<file path="config.mk">
export PLATFORM = sky130hd
export DESIGN_NAME = riscv_master_port_flat
export DESIGN_NICKNAME = d
export VERILOG_FILES = /design/src/rtl/riscv_mpsoc_pkg.sv /design/src/rtl/riscv_master_port_if.sv /design/src/rtl/riscv_ahb_addr_decoder.sv /design/src/rtl/riscv_master_port.sv /design/src/flat_wrapper.sv
export SDC_FILE = /design/constraint.sdc
export NUM_CORES = 1
export LEC_CHECK = 0
export BUFFER_PORTS_ARGS = -buffer_cell sky130_fd_sc_hd__buf_2
export CORE_AREA = 3 3 750 752
export DETAILED_ROUTE_END_ITERATION = 6
export DIE_AREA = 0 0 753 755
export GPL_TIMING_DRIVEN = 1
export HOLD_SLACK_MARGIN = 0.1
export PLACE_DENSITY_LB_ADDON = 0.2
export REMOVE_ABC_BUFFERS = 1
export SLEW_MARGIN = 5
export SYNTH_ARGS = -nofsm -noshare
export SYNTH_HDL_FRONTEND = slang
export SYNTH_HIERARCHICAL = 1
export SYNTH_SLANG_ARGS = --single-unit
</file>
<file path="constraint.sdc">
create_clock -name HCLK -period 2.68 [get_ports HCLK]
set_input_delay 0.402 -clock HCLK [delete_from_list [all_inputs] [get_ports HCLK]]
set_output_delay 0.402 -clock HCLK [all_outputs]
set_load 0.05 [all_outputs]
</file>
<file path="src/rtl/riscv_mpsoc_pkg.sv">
// riscv_mpsoc_pkg: shared AHB-Lite encodings, master-port FSM states and hold-register layout
// Ports: none (package). Imported by riscv_master_port and the bus-matrix helpers.
package riscv_mpsoc_pkg;
  localparam int AHB_PLEN = 64;
  localparam logic [1:0] HTRANS_IDLE   = 2'b00;
  localparam logic [1:0] HTRANS_BUSY   = 2'b01;
  localparam logic [1:0] HTRANS_NONSEQ = 2'b10;
  localparam logic [1:0] HTRANS_SEQ    = 2'b11;
  localparam logic HRESP_OKAY  = 1'b0;
  localparam logic HRESP_ERROR = 1'b1;
  typedef enum logic [1:0] {ST_IDLE, ST_PEND, ST_ERR1, ST_ERR2} port_state_t;
  typedef struct packed {
    logic [AHB_PLEN-1:0] addr;
    logic                write;
    logic [2:0]          size;
    logic [2:0]          burst;
    logic [3:0]          prot;
    logic [1:0]          trans;
    logic                lock;
  } hold_t;
endpackage

</file>
<file path="src/rtl/riscv_master_port_if.sv">
// riscv_master_port_if: bundle of one AHB master's bus plus the per-slave-port request/return lines
// Modports: slave  - the master port itself (takes mst* and slave-port returns, drives slv*/can_switch)
//           master - the surrounding master and slave ports (drive the other direction)
interface riscv_master_port_if #(
  parameter int PLEN   = 64,
  parameter int XLEN   = 64,
  parameter int SLAVES = 8
);
  logic                         mstHSEL, mstHWRITE, mstHMASTLOCK, mstHREADY;
  logic [PLEN-1:0]              mstHADDR;
  logic [XLEN-1:0]              mstHWDATA, mstHRDATA;
  logic [2:0]                   mstHSIZE, mstHBURST;
  logic [3:0]                   mstHPROT;
  logic [1:0]                   mstHTRANS;
  logic                         mstHREADYOUT, mstHRESP;
  logic [SLAVES-1:0][PLEN-1:0]  slvHADDR_BASE, slvHADDR_MASK;
  logic [SLAVES-1:0]            slvHSEL, slvHREADYOUT, slvHRESP, slvGRANT, can_switch;
  logic [PLEN-1:0]              slvHADDR;
  logic [XLEN-1:0]              slvHWDATA;
  logic                         slvHWRITE, slvHMASTLOCK, slvHREADY;
  logic [2:0]                   slvHSIZE, slvHBURST;
  logic [3:0]                   slvHPROT;
  logic [1:0]                   slvHTRANS;
  logic [SLAVES-1:0][XLEN-1:0]  slvHRDATA;
  modport slave (
    input  mstHSEL, mstHADDR, mstHWDATA, mstHWRITE, mstHSIZE, mstHBURST, mstHPROT, mstHTRANS,
           mstHMASTLOCK, mstHREADY, slvHADDR_BASE, slvHADDR_MASK, slvHRDATA, slvHREADYOUT,
           slvHRESP, slvGRANT,
    output mstHRDATA, mstHREADYOUT, mstHRESP, slvHSEL, slvHADDR, slvHWDATA, slvHWRITE, slvHSIZE,
           slvHBURST, slvHPROT, slvHTRANS, slvHMASTLOCK, slvHREADY, can_switch
  );
  modport master (
    output mstHSEL, mstHADDR, mstHWDATA, mstHWRITE, mstHSIZE, mstHBURST, mstHPROT, mstHTRANS,
           mstHMASTLOCK, mstHREADY, slvHADDR_BASE, slvHADDR_MASK, slvHRDATA, slvHREADYOUT,
           slvHRESP, slvGRANT,
    input  mstHRDATA, mstHREADYOUT, mstHRESP, slvHSEL, slvHADDR, slvHWDATA, slvHWRITE, slvHSIZE,
           slvHBURST, slvHPROT, slvHTRANS, slvHMASTLOCK, slvHREADY, can_switch
  );
endinterface

</file>
<file path="src/rtl/riscv_ahb_addr_decoder.sv">
// riscv_ahb_addr_decoder: combinational region decode, lowest matching region wins
// Ports: addr (in), base/mask per region (in), hit one-hot (out), unmapped when nothing matches (out)
module riscv_ahb_addr_decoder #(
  parameter int PLEN   = 64,
  parameter int SLAVES = 8
) (
  input  logic [PLEN-1:0]             addr,
  input  logic [SLAVES-1:0][PLEN-1:0] base,
  input  logic [SLAVES-1:0][PLEN-1:0] mask,
  output logic [SLAVES-1:0]           hit,
  output logic                        unmapped
);
  logic [SLAVES-1:0] raw;
  for (genvar i = 0; i < SLAVES; i++) begin : g_hit
    assign raw[i] = ~|((addr ^ base[i]) & mask[i]);
  end
  // isolate the lowest set bit so overlapping regions resolve to the lowest index
  assign hit      = raw & (~raw + SLAVES'(1));
  assign unmapped = ~|raw;
endmodule

</file>
<file path="src/rtl/riscv_master_port.sv">
// riscv_master_port: AHB-Lite master port of the MPSoC bus matrix
// Ports: HRESETn (async, active-low), HCLK, bus (riscv_master_port_if.slave: master-side transfer
//        stream in, per-slave-port requests/broadcast address phase out, selected slave's data
//        phase back to the master, can_switch per slave port)
// Build option: RISCV_MASTER_PORT_DEFAULT_SLAVE_EN adds a two-cycle ERROR response for unmapped
//        accesses; otherwise unmapped accesses complete as zero-wait OKAY with read data 0.
module riscv_master_port
  import riscv_mpsoc_pkg::*;
#(
  parameter int PLEN   = 64,
  parameter int XLEN   = 64,
  parameter int SLAVES = 8
) (
  input logic                 HRESETn,
  input logic                 HCLK,
  riscv_master_port_if.slave  bus
);
  port_state_t       state;
  hold_t             hold;
  logic [SLAVES-1:0] hold_sel, dsel, dec_hit, asel;
  logic              dlock, dec_unmapped, pend, valid, sample, dp_ready, dp_resp, err1, err_any;
  logic              cur_lock, cur_seq_busy;
  logic [XLEN-1:0]   dp_rdata;

  riscv_ahb_addr_decoder #(.PLEN(PLEN), .SLAVES(SLAVES)) u_dec (
    .addr     (bus.mstHADDR),
    .base     (bus.slvHADDR_BASE),
    .mask     (bus.slvHADDR_MASK),
    .hit      (dec_hit),
    .unmapped (dec_unmapped)
  );

  assign pend  = state == ST_PEND;
  // NONSEQ and SEQ both have HTRANS[1] set
  assign valid = bus.mstHSEL & bus.mstHTRANS[1] & bus.mstHREADY;
  // a stalled data phase blocks sampling of the next address phase
  assign sample = bus.mstHREADY & dp_ready;

`ifdef RISCV_MASTER_PORT_DEFAULT_SLAVE_EN
  assign err1    = state == ST_ERR1;
  assign err_any = state == ST_ERR1 || state == ST_ERR2;
`else
  assign err1    = 1'b0;
  assign err_any = 1'b0;
`endif

  // dsel is one-hot; all-zero means no slave owns the current data phase
  always_comb begin
    dp_rdata = '0;
    dp_ready = 1'b1;
    dp_resp  = HRESP_OKAY;
    for (int s = 0; s < SLAVES; s++)
      if (dsel[s]) begin
        dp_rdata = bus.slvHRDATA[s];
        dp_ready = bus.slvHREADYOUT[s];
        dp_resp  = bus.slvHRESP[s];
      end
  end

  assign asel = (pend ? hold_sel : state == ST_IDLE ? dec_hit & {SLAVES{bus.mstHSEL}} : '0)
                & {SLAVES{HRESETn}};

  assign bus.slvHSEL      = asel;
  assign bus.slvHADDR     = pend ? PLEN'(hold.addr) : bus.mstHADDR;
  assign bus.slvHWRITE    = pend ? hold.write : bus.mstHWRITE;
  assign bus.slvHSIZE     = pend ? hold.size : bus.mstHSIZE;
  assign bus.slvHBURST    = pend ? hold.burst : bus.mstHBURST;
  assign bus.slvHPROT     = pend ? hold.prot : bus.mstHPROT;
  // only NONSEQ/SEQ are ever held, and a replayed beat must restart as NONSEQ
  assign bus.slvHTRANS    = pend ? HTRANS_NONSEQ : bus.mstHTRANS;
  assign bus.slvHMASTLOCK = pend ? hold.lock : bus.mstHMASTLOCK;
  assign bus.slvHWDATA    = bus.mstHWDATA;

  assign bus.mstHREADYOUT = ~pend & ~err1 & dp_ready;
  assign bus.mstHRESP     = err_any ? HRESP_ERROR : dp_resp;
  assign bus.mstHRDATA    = dp_rdata;
  assign bus.slvHREADY    = bus.mstHREADYOUT;

  assign cur_lock     = pend ? hold.lock : bus.mstHMASTLOCK;
  assign cur_seq_busy = pend ? hold.trans[0] : bus.mstHTRANS[0];
  assign bus.can_switch = ~((cur_lock ? asel : '0) | (dlock ? dsel : '0) |
                            (cur_seq_busy ? asel : '0) | (pend ? hold_sel : '0));

  always_ff @(posedge HCLK or negedge HRESETn)
    if (!HRESETn) begin
      state    <= ST_IDLE;
      hold     <= '0;
      hold_sel <= '0;
      dsel     <= '0;
      dlock    <= 1'b0;
    end else
      case (state)
        ST_IDLE:
          if (sample) begin
            if (!valid || dec_unmapped) begin
              dsel  <= '0;
              dlock <= 1'b0;
`ifdef RISCV_MASTER_PORT_DEFAULT_SLAVE_EN
              if (valid) state <= ST_ERR1;
`endif
            end else if (|(dec_hit & bus.slvGRANT & bus.slvHREADYOUT)) begin
              dsel  <= dec_hit;
              dlock <= bus.mstHMASTLOCK;
            end else begin
              state    <= ST_PEND;
              hold     <= '{addr: AHB_PLEN'(bus.mstHADDR), write: bus.mstHWRITE,
                            size: bus.mstHSIZE, burst: bus.mstHBURST, prot: bus.mstHPROT,
                            trans: bus.mstHTRANS, lock: bus.mstHMASTLOCK};
              hold_sel <= dec_hit;
              dsel     <= '0;
              dlock    <= 1'b0;
            end
          end
        ST_PEND:
          if (|(hold_sel & bus.slvGRANT & bus.slvHREADYOUT)) begin
            state <= ST_IDLE;
            dsel  <= hold_sel;
            dlock <= hold.lock;
          end
`ifdef RISCV_MASTER_PORT_DEFAULT_SLAVE_EN
        ST_ERR1: state <= ST_ERR2;
        ST_ERR2: state <= ST_IDLE;
`endif
        default: state <= ST_IDLE;
      endcase
endmodule

</file>
<file path="src/flat_wrapper.sv">
// flat-port wrapper written by rule: the top's interface ports become plain ports
module riscv_master_port_flat import riscv_mpsoc_pkg::*;
#(
  parameter int PLEN   = 64,
  parameter int XLEN   = 64,
  parameter int SLAVES = 8
)
  (HRESETn, HCLK, bus_mstHSEL, bus_mstHADDR, bus_mstHWDATA, bus_mstHWRITE, bus_mstHSIZE, bus_mstHBURST, bus_mstHPROT, bus_mstHTRANS, bus_mstHMASTLOCK, bus_mstHREADY, bus_slvHADDR_BASE, bus_slvHADDR_MASK, bus_slvHRDATA, bus_slvHREADYOUT, bus_slvHRESP, bus_slvGRANT, bus_mstHRDATA, bus_mstHREADYOUT, bus_mstHRESP, bus_slvHSEL, bus_slvHADDR, bus_slvHWDATA, bus_slvHWRITE, bus_slvHSIZE, bus_slvHBURST, bus_slvHPROT, bus_slvHTRANS, bus_slvHMASTLOCK, bus_slvHREADY, bus_can_switch);
  riscv_master_port_if #(.PLEN(PLEN), .XLEN(XLEN), .SLAVES(SLAVES)) bus_i ();
  input logic HRESETn;
  input logic HCLK;
  input wire logic [$bits(bus_i.mstHSEL)-1:0] bus_mstHSEL;
  input wire logic [$bits(bus_i.mstHADDR)-1:0] bus_mstHADDR;
  input wire logic [$bits(bus_i.mstHWDATA)-1:0] bus_mstHWDATA;
  input wire logic [$bits(bus_i.mstHWRITE)-1:0] bus_mstHWRITE;
  input wire logic [$bits(bus_i.mstHSIZE)-1:0] bus_mstHSIZE;
  input wire logic [$bits(bus_i.mstHBURST)-1:0] bus_mstHBURST;
  input wire logic [$bits(bus_i.mstHPROT)-1:0] bus_mstHPROT;
  input wire logic [$bits(bus_i.mstHTRANS)-1:0] bus_mstHTRANS;
  input wire logic [$bits(bus_i.mstHMASTLOCK)-1:0] bus_mstHMASTLOCK;
  input wire logic [$bits(bus_i.mstHREADY)-1:0] bus_mstHREADY;
  input wire logic [$bits(bus_i.slvHADDR_BASE)-1:0] bus_slvHADDR_BASE;
  input wire logic [$bits(bus_i.slvHADDR_MASK)-1:0] bus_slvHADDR_MASK;
  input wire logic [$bits(bus_i.slvHRDATA)-1:0] bus_slvHRDATA;
  input wire logic [$bits(bus_i.slvHREADYOUT)-1:0] bus_slvHREADYOUT;
  input wire logic [$bits(bus_i.slvHRESP)-1:0] bus_slvHRESP;
  input wire logic [$bits(bus_i.slvGRANT)-1:0] bus_slvGRANT;
  output wire logic [$bits(bus_i.mstHRDATA)-1:0] bus_mstHRDATA;
  output wire logic [$bits(bus_i.mstHREADYOUT)-1:0] bus_mstHREADYOUT;
  output wire logic [$bits(bus_i.mstHRESP)-1:0] bus_mstHRESP;
  output wire logic [$bits(bus_i.slvHSEL)-1:0] bus_slvHSEL;
  output wire logic [$bits(bus_i.slvHADDR)-1:0] bus_slvHADDR;
  output wire logic [$bits(bus_i.slvHWDATA)-1:0] bus_slvHWDATA;
  output wire logic [$bits(bus_i.slvHWRITE)-1:0] bus_slvHWRITE;
  output wire logic [$bits(bus_i.slvHSIZE)-1:0] bus_slvHSIZE;
  output wire logic [$bits(bus_i.slvHBURST)-1:0] bus_slvHBURST;
  output wire logic [$bits(bus_i.slvHPROT)-1:0] bus_slvHPROT;
  output wire logic [$bits(bus_i.slvHTRANS)-1:0] bus_slvHTRANS;
  output wire logic [$bits(bus_i.slvHMASTLOCK)-1:0] bus_slvHMASTLOCK;
  output wire logic [$bits(bus_i.slvHREADY)-1:0] bus_slvHREADY;
  output wire logic [$bits(bus_i.can_switch)-1:0] bus_can_switch;
  assign bus_i.mstHSEL = bus_mstHSEL;
  assign bus_i.mstHADDR = bus_mstHADDR;
  assign bus_i.mstHWDATA = bus_mstHWDATA;
  assign bus_i.mstHWRITE = bus_mstHWRITE;
  assign bus_i.mstHSIZE = bus_mstHSIZE;
  assign bus_i.mstHBURST = bus_mstHBURST;
  assign bus_i.mstHPROT = bus_mstHPROT;
  assign bus_i.mstHTRANS = bus_mstHTRANS;
  assign bus_i.mstHMASTLOCK = bus_mstHMASTLOCK;
  assign bus_i.mstHREADY = bus_mstHREADY;
  assign bus_i.slvHADDR_BASE = bus_slvHADDR_BASE;
  assign bus_i.slvHADDR_MASK = bus_slvHADDR_MASK;
  assign bus_i.slvHRDATA = bus_slvHRDATA;
  assign bus_i.slvHREADYOUT = bus_slvHREADYOUT;
  assign bus_i.slvHRESP = bus_slvHRESP;
  assign bus_i.slvGRANT = bus_slvGRANT;
  assign bus_mstHRDATA = bus_i.mstHRDATA;
  assign bus_mstHREADYOUT = bus_i.mstHREADYOUT;
  assign bus_mstHRESP = bus_i.mstHRESP;
  assign bus_slvHSEL = bus_i.slvHSEL;
  assign bus_slvHADDR = bus_i.slvHADDR;
  assign bus_slvHWDATA = bus_i.slvHWDATA;
  assign bus_slvHWRITE = bus_i.slvHWRITE;
  assign bus_slvHSIZE = bus_i.slvHSIZE;
  assign bus_slvHBURST = bus_i.slvHBURST;
  assign bus_slvHPROT = bus_i.slvHPROT;
  assign bus_slvHTRANS = bus_i.slvHTRANS;
  assign bus_slvHMASTLOCK = bus_i.slvHMASTLOCK;
  assign bus_slvHREADY = bus_i.slvHREADY;
  assign bus_can_switch = bus_i.can_switch;
  riscv_master_port #(.PLEN(PLEN), .XLEN(XLEN), .SLAVES(SLAVES)) u_core (.HRESETn(HRESETn), .HCLK(HCLK), .bus(bus_i));
endmodule
</file>
==> impl_metrics.ini, run 1 <==
[placement]
portBuffers = 1802
dp.cells = 11711
placed_cell_area_um2 = 41820
dp.final_hpwl_mm = 470.4
place_congestion = 0.9108

[clock_network]
insertion_delay_ns = 0.56
clockBufferDepth = 3
clkTransAtPathRegs_ns = 0.10
htree_levels = 3
cts_made_buffers = 13
cts-root-buf = clkbuf_16
clkSinkCount = 95
cts_tree = built

[timing]
max_freq_mhz = 218.5
hold_viol = 0
setup_viol = 222
rsz0062_at_grt = yes
fin_crit_ns = 4.576
fin_ws_ns = -1.896
tightest_slew_ns = 0.9011
final_min_period_over_clock_period_pct = 170.8
final_max_slew_viol_count = 0
max_slew_margin_pct = 39.72
finalClockSkew_ns = 0.02087

[grt]
antenna_found_initial = 738
overflow = 0
grt_max_degree = 72
grt_pass1_vias = 30807
grt_pass1_wl_mm = 581.0
grt_use_total_pct = 17.24

[logic_synthesis]
synth_cell_types = 39
synthCells = 2134
synth_seq_cells = 95
synth_warnings = 6
synth_seq_area_share_pct = 13.41
netlist_area_um2 = 17730
syn_area_per_cell_um2 = 8.308

[run_status]
status = complete, but fails checks
violations = setup timing

[finish]
layout_commonest_cell = buf_2
drive_gt1_share_pct = 69.00
multiInputGateArea_um2 = 16990
final_cell_mix = buf_2, xor2_1, buf_4
design_area_um2 = 49070
seq_area_um2 = 2407
finalNonFillerCells = 12075
fillers = 65217
finalNetCount = 6140
syn2layout_area_growth_pct = 176.8

[worst_setup_path]
required_ns = 2.28
crit_type = in2out
path_depth = 18
crit_top_cell = buf_12
rr_worst_depth = 12
crit_chain = buf_12, buf_12, buf_12, buf_4, xor2_2, a22oi_2, nand4_1, buf_12, nor4_4, nand2_2, nand2_2, nor4_4, buf_4, a22oi_2, nor2b_2, a222oi_1, buf_4, buf_12
cp-start-kind = primary input
cp-end-kind = output port
cp_max_fo = 3
cp_slowest_stage_delay_ns = 0.62
crit_family = buffers and inverters
crit_buf_inv = 8
cp_slowest_cell = a222oi_1
cp.arrival_ns = 4.17

[min_path]
hp-class = in2async

[floorplanning]
die_x_um = 753
rows = 274
core_um2 = 556400
dieArea_um2 = 568500
start_util_pct = 3.186
io_pins = 1931
dieHeight_um = 755

[run]
maxCapViolCount = 0

[routing]
vias = 31658
antenna_left = 0
first_pass_iters = 7
wl_mm = 510.6
drc = 0
drt_iter0_markers = 2016
viasPerCell = 2.622
wire_per_inst_um = 42.29

[power_and_ir_drop]
combinationalPowerShare_pct = 59.2
power_switching_mw = 4.109
p_sw_share_pct = 47.46
power.density_nw_per_um2 = 176.4
vdd_ir_drop_max_uv = 228.3
pwr-share-clk_pct = 24.3
power_leakage_nw = 20.61
power.internal_mw = 4.549
sequentialPowerShare_pct = 16.5
-- metrics by stage --
step	setup WS (ns)	hold WS (ns)	setup TNS (ns)	power, mW	util, %
2_1_floorplan	-3.935	0.1064	-627.96	2.306	-
3_3_place_gp	-3.281	0.3897	-372.78	6.563	7.515
3_5_place_dp	-3.247	0.3887	-368.49	6.520	7.515
4_1_cts	-2.155	0.1144	-271.43	9.006	8.514
5_1_grt	-2.005	0.1869	-267.90	9.150	8.753
6_report	-1.896	0.2020	-242.30	8.658	8.818
-- routing by layer --
metal / vias to the layer above / part of all wire (%) / GRT usage, %
li1: 12733 / - / -
met1: 14914 / 41 / 20.68
met2: 2501 / 45 / 27.99
met3: 1146 / 12 / 8.936
met4: 364 / 2.2 / 2.172
met5: - / 0.47 / 0.1168
-- repair_timing --
| action | in CTS | in global routing |
|---|---|---|
| pin swaps | 219 | 138 |
| endpoints found under the setup margin | 253 | 251 |
| hold buffers | 15 | 0 |
| hold endpoints to repair | 31 | 0 |
| gates resized for setup | 694 | 194 |
| buffers inserted | 114 | 68 |
| cloned | 24 | 2 |
-- kinds of logic after synthesis --
logic type / synth area share, %
AOI/OAI and AO/OA: 28.43
DFF: 13.41
buffers and inverters: 10.47
xor gates and xnor gates: 25.29
muxes: 11.62
and+or+nand+nor: 10.77
-- final cells by class --
cell class	count	area share, %
diodes	188	0.9588
clock buffers	14	0.6910
clock inverters	2	0.07140
inverters	72	0.5610
multi-input cells	1710	34.62
flip-flops and latches	95	4.906
well taps	7452	19.00
repair buffers	2542	39.19
-- cells in the mapped netlist --
cell type	number	area, µm²
o21bai_1	1	7.510
nor4b_1	1	8.760
inv_1	72	270.3
nor2_1	4	15.01
buf_4	106	795.8
mux2_2	131	1475
a21oi_1	137	685.7
buf_2	5	25.02
buf_1	11	41.29
a21boi_0	1	7.510
a22oi_1	262	1967
a2111o_1	1	11.26
nand2_1	83	311.6
nand4_1	66	412.9
a22oi_2	2	25.02
o211ai_2	1	12.51
nand3_1	19	95.09
nor4_2	3	37.54
nor2b_1	141	882.1
o31ai_1	129	968.4
xor2_1	512	4484
a221oi_2	1	15.01
a22o_1	11	96.34
o211ai_1	1	7.510
nor3_1	1	5.000
dfrtp_1	95	2377
and4_1	2	17.52
a211oi_1	1	7.510
nor3b_1	2	15.01
o21ai_0	4	20.02
a222oi_1	8	80.08
nand4b_1	1	8.760
or2_2	1	6.260
nor4_1	15	93.84
a221oi_1	128	1121
a211o_1	1	8.760
buf_6	29	326.6
mux2_4	39	585.6
clkbuf_1	106	397.9
-- final timing paths --
| path | slack, ns | end | from |
|---|---|---|---|
| max in group asynchronous | 1.51 | u_core/dsel[5]$_DFFE_PN0P_ | HRESETn |
| worst min-delay path | 0.20 | u_core/hold[13]$_DFFE_PN0P_ | HRESETn |
| min in group HCLK | 0.23 | u_core/state[0]$_DFFE_PN0P_ | bus_slvGRANT[1] |
| worst max-delay path | -1.90 | bus_can_switch[7] | bus_mstHADDR[24] |
| worst max register to register | -0.37 | u_core/hold[36]$_DFFE_PN0P_ | u_core/dsel[1]$_DFFE_PN0P_ |
| worst min register to register | 0.51 | u_core/hold[39]$_DFFE_PN0P_ | u_core/hold[39]$_DFFE_PN0P_ |
-- tightest hold or removal path, cell delays in order --
cell,delay (ns)
clkbuf_8,0.22
buf_4,0.22
buf_4,0.31
-- power groups by stage --
| stage | clock network [mW] | registers, mW | logic [mW] |
|---|---|---|---|
| final | 2.10 | 1.43 | 5.12 |
| after global routing | 2.27 | 1.43 | 5.45 |
| after CTS | 2.30 | 1.43 | 5.28 |
| after detailed placement | 0 | 1.46 | 5.06 |
| after global placement | 0 | 1.46 | 5.10 |
| after floorplan | 0 | 1.46 | 0.845 |
-- state kept, by name, summed over array words and instances, names as in the netlist --
| name | cells |
|---|---|
| u_core/dlock | 1 |
| u_core/hold_sel | 8 |
| u_core/state | 1 |
| u_core/hold | 77 |
| u_core/dsel | 8 |
Note: power is estimated with default switching activity, not from simulation.
==> run 2: changes to the inputs <==
ABC_AREA = 1   (was default)
CORE_AREA = 3 3 741 743   (was 3 3 750 752)
DIE_AREA = 0 0 744 746   (was 0 0 753 755)
==> run 2 against run 1 <==
Against the previous run: the flow still finishes with violations (setup timing); cell count rose by 15%; register-to-register slack gained 0.40 ns; clock-buffer cell count is 1 lower; setup slack improved by 0.80 ns; combinational power increased by 52%; hold slack better by 0.058 ns; die area fell by 2.4%; sequential power grew 3%; synthesized cell count rose by 100%; critical path type unchanged; largest cell class is now multi-input combinational cells; highest routed layer unchanged.
==> impl_metrics.ini, run 2 <==
[timing]
fin_crit_ns = 3.771
final_min_period_over_clock_period_pct = 140.7
max_freq_mhz = 265.1
tightest_slew_ns = 0.6512
rsz0062_at_grt = yes
hold_viol = 0
finalClockSkew_ns = 0.04884
final_max_slew_viol_count = 0
holdWs_ns = 0.2605
tns_ns = -115.88
setup_viol = 212
fin_ws_ns = -1.091
max_slew_margin_pct = 56.54

[worst_setup_path]
crit_family = simple AND/OR/NAND/NOR gates
cp.arrival_ns = 3.37
cp_slowest_cell = nor2_4
crit_type = in2out
cp-end-kind = output port
crit_chain = buf_8, buf_12, buf_12, buf_8, or2_1, nand3_2, nand2_2, nor2_4, nand2_8, nor2_4, nand2_4, nor2_4, buf_12, nor2_4, nand3_4, nor2_4, buf_6, a31oi_4, nor3_2, a211oi_2, buf_4, buf_12
crit_top_cell = nor2_4
cp_slowest_stage_delay_ns = 0.29
required_ns = 2.28
crit_buf_inv = 8
cp-start-kind = primary input
cp_max_fo = 3

[logic_synthesis]
ys.flop_type = dfrtp_1
synth_top_cell_area_share_pct = 34.19
muxShareOfSynthArea_pct = 0
synth_warnings = 6
synth_cell_types = 34
netlist_top_cells_count = nand2_1, nand3_1, nor2_1
synth-xor-area-share_pct = 1.079
synth_top_family_by_area = simple AND/OR/NAND/NOR gates
synth_top_area_cell = nand2_1
synth_seq_area_share_pct = 11.27
async_flop_share_pct = 100.0
syn_area_per_cell_um2 = 4.946
synth_edf_count = 0
synth_most_common_cell = nand2_1
synthCells = 4266
synth_seq_cells = 95
synthAdderAreaFrac_pct = 0
netlist_area_um2 = 21100
yosys.area_share.simple_pct = 65.30
synth-compound-area-share_pct = 9.214
synth_area_leaders = nand2_1, nand3_1, dfrtp_1

[clock_network]
clkTransAtPathRegs_ns = 0.09
cts-root-buf = clkbuf_16
htree_levels = 3
insertion_delay_ns = 0.61
clockBufferDepth = 3
cts_tree = built
clkSinkCount = 95
cts_made_buffers = 13

[power_and_ir_drop]
pwr-share-clk_pct = 19.3
combinationalPowerShare_pct = 67.7
power_leakage_nw = 24.00
finalPower_mw = 11.47
power_switching_mw = 5.841
vdd_ir_drop_max_uv = 292.1
power.density_nw_per_um2 = 226.0
power.internal_mw = 5.627
sequentialPowerShare_pct = 12.9
p_sw_share_pct = 50.93

[run_status]
violations = setup timing
status = complete, but fails checks

[floorplanning]
rows = 271
die_x_um = 744
start_util_pct = 3.882
dieArea_um2 = 555000
dieHeight_um = 746
core_um2 = 543500
io_pins = 1931

[placement]
dp.final_hpwl_mm = 425.0
place_congestion = 0.9390
portBuffers = 1802
dp.cells = 13526

[finish]
final_cell_mix = buf_2, nand2_1, nand3_1
largest_reg_flops = 77
top_regs = u_core/hold (77), u_core/dsel (8), u_core/hold_sel (8)
largest_register = u_core/hold
layout_commonest_cell = buf_2
finalNetCount = 8150
syn2layout_area_growth_pct = 140.5
final_util_pct = 9.338
drive_gt1_share_pct = 48.18
finalNonFillerCells = 13891

[grt]
overflow = 0
grt_use_total_pct = 15.85
grt_pass1_vias = 36724
grt_pass1_wl_mm = 537.0
antenna_found_initial = 726
grt_max_degree = 51

[min_path]
hp-class = in2reg

[routing]
first_pass_iters = 5
viasPerCell = 2.906
drc = 0
wl_mm = 467.0
wire_per_inst_um = 33.62
vias = 40370
antenna_left = 0
drt_iter0_markers = 2728

[run]
maxCapViolCount = 0
run 2: changes by cell type after synthesis, moves of 42 or more:
cell	before	now
or2_1	0	240
a221oi_1	128	0
nand3_1	19	524
nand4_1	66	108
o31ai_1	129	1
inv_1	72	287
o211ai_1	1	65
a22oi_1	262	0
nor2_1	4	349
nor2b_1	141	0
mux2_2	131	0
xor2_1	512	26
a21oi_1	137	203
nand2_1	83	1922
run 2: layer usage:
layer | wire (µm) | vias to the layer above | part of all wire [%] | GRT usage (%)
met4 | 12420 | 316 | 2.7 | 2.592
met3 | 53410 | 1160 | 11 | 7.944
met1 | 181900 | 18243 | 39 | 17.93
li1 | - | 18114 | - | -
met5 | 2113 | - | 0.45 | 0.09521
met2 | 217200 | 2537 | 47 | 26.98
run 2: final timing paths:
check                                            startpoint                     endpoint  slack, ns  depth (start not counted)
worst max-delay path                       bus_mstHADDR[44]            bus_can_switch[5]      -1.09                         22
worst min-delay path                       bus_mstHMASTLOCK     u_core/dlock$_DFFE_PN0P_       0.26                          5
worst max register to register   u_core/dsel[1]$_DFFE_PN0P_   u_core/hold[4]$_DFFE_PN0P_       0.03                         14
worst min register to register  u_core/hold[59]$_DFFE_PN0P_  u_core/hold[59]$_DFFE_PN0P_       0.49                          2
max in group asynchronous                           HRESETn   u_core/dsel[5]$_DFFE_PN0P_       1.29                          4
min in group asynchronous                           HRESETn  u_core/hold[17]$_DFFE_PN0P_       0.62                          3
run 2: final cells by class:
class / instances / area [µm²]
sequential: 95 / 2404
multi-input combinational: 3585 / 18730
timing repair buffer: 2455 / 18550
inverter: 294 / 1126
clock buffer: 13 / 325.3
clock inverter: 4 / 50.05
tap: 7234 / 9051
antenna: 211 / 528.0
fill: 64348 / 492800
run 2: through the flow:
step           instance area (µm²)  worst slack [ns]
6_report                     50750            -1.091
5_1_grt                      50400            -1.251
4_1_cts                      46600            -1.217
3_5_place_dp                 44050            -3.188
3_3_place_gp                 44050            -3.225
2_1_floorplan                19430            -3.222
run 2: kinds of logic after synthesis:
| logic type | Yosys count |
|---|---|
| flip-flops | 95 |
| AO/OA/AOI/OAI | 347 |
| XOR/XNOR | 26 |
| buffers and inverters | 586 |
| AND/OR/NAND/NOR | 3212 |
run 2: timing repair:
item,4_1_cts,5_1_grt
gates cloned,15,19
buffers inserted,34,79
pin swaps,60,250
gates resized for setup,358,905
hold buffers,14,0
hold endpoints to repair,14,0
setup endpoints to repair,235,247
run 2: power groups by stage:
stage | Sequential [mW] | Clock, mW | Combinational [mW]
global placement | 1.51 | 0 | 7.18
CTS | 1.48 | 2.47 | 7.44
detailed placement | 1.51 | 0 | 7.18
floorplan | 1.56 | 0 | 2.07
finish | 1.48 | 2.22 | 7.77
global route | 1.48 | 2.44 | 8.32
run 2: worst reg2reg max path: cells and delay by family (launching register included):
kind	cells	cell delay, ns
AND/OR/NAND/NOR	7	0.79
buffers and inverters	5	0.96
flip-flops	1	0.53
AO/OA/AOI/OAI	2	0.34
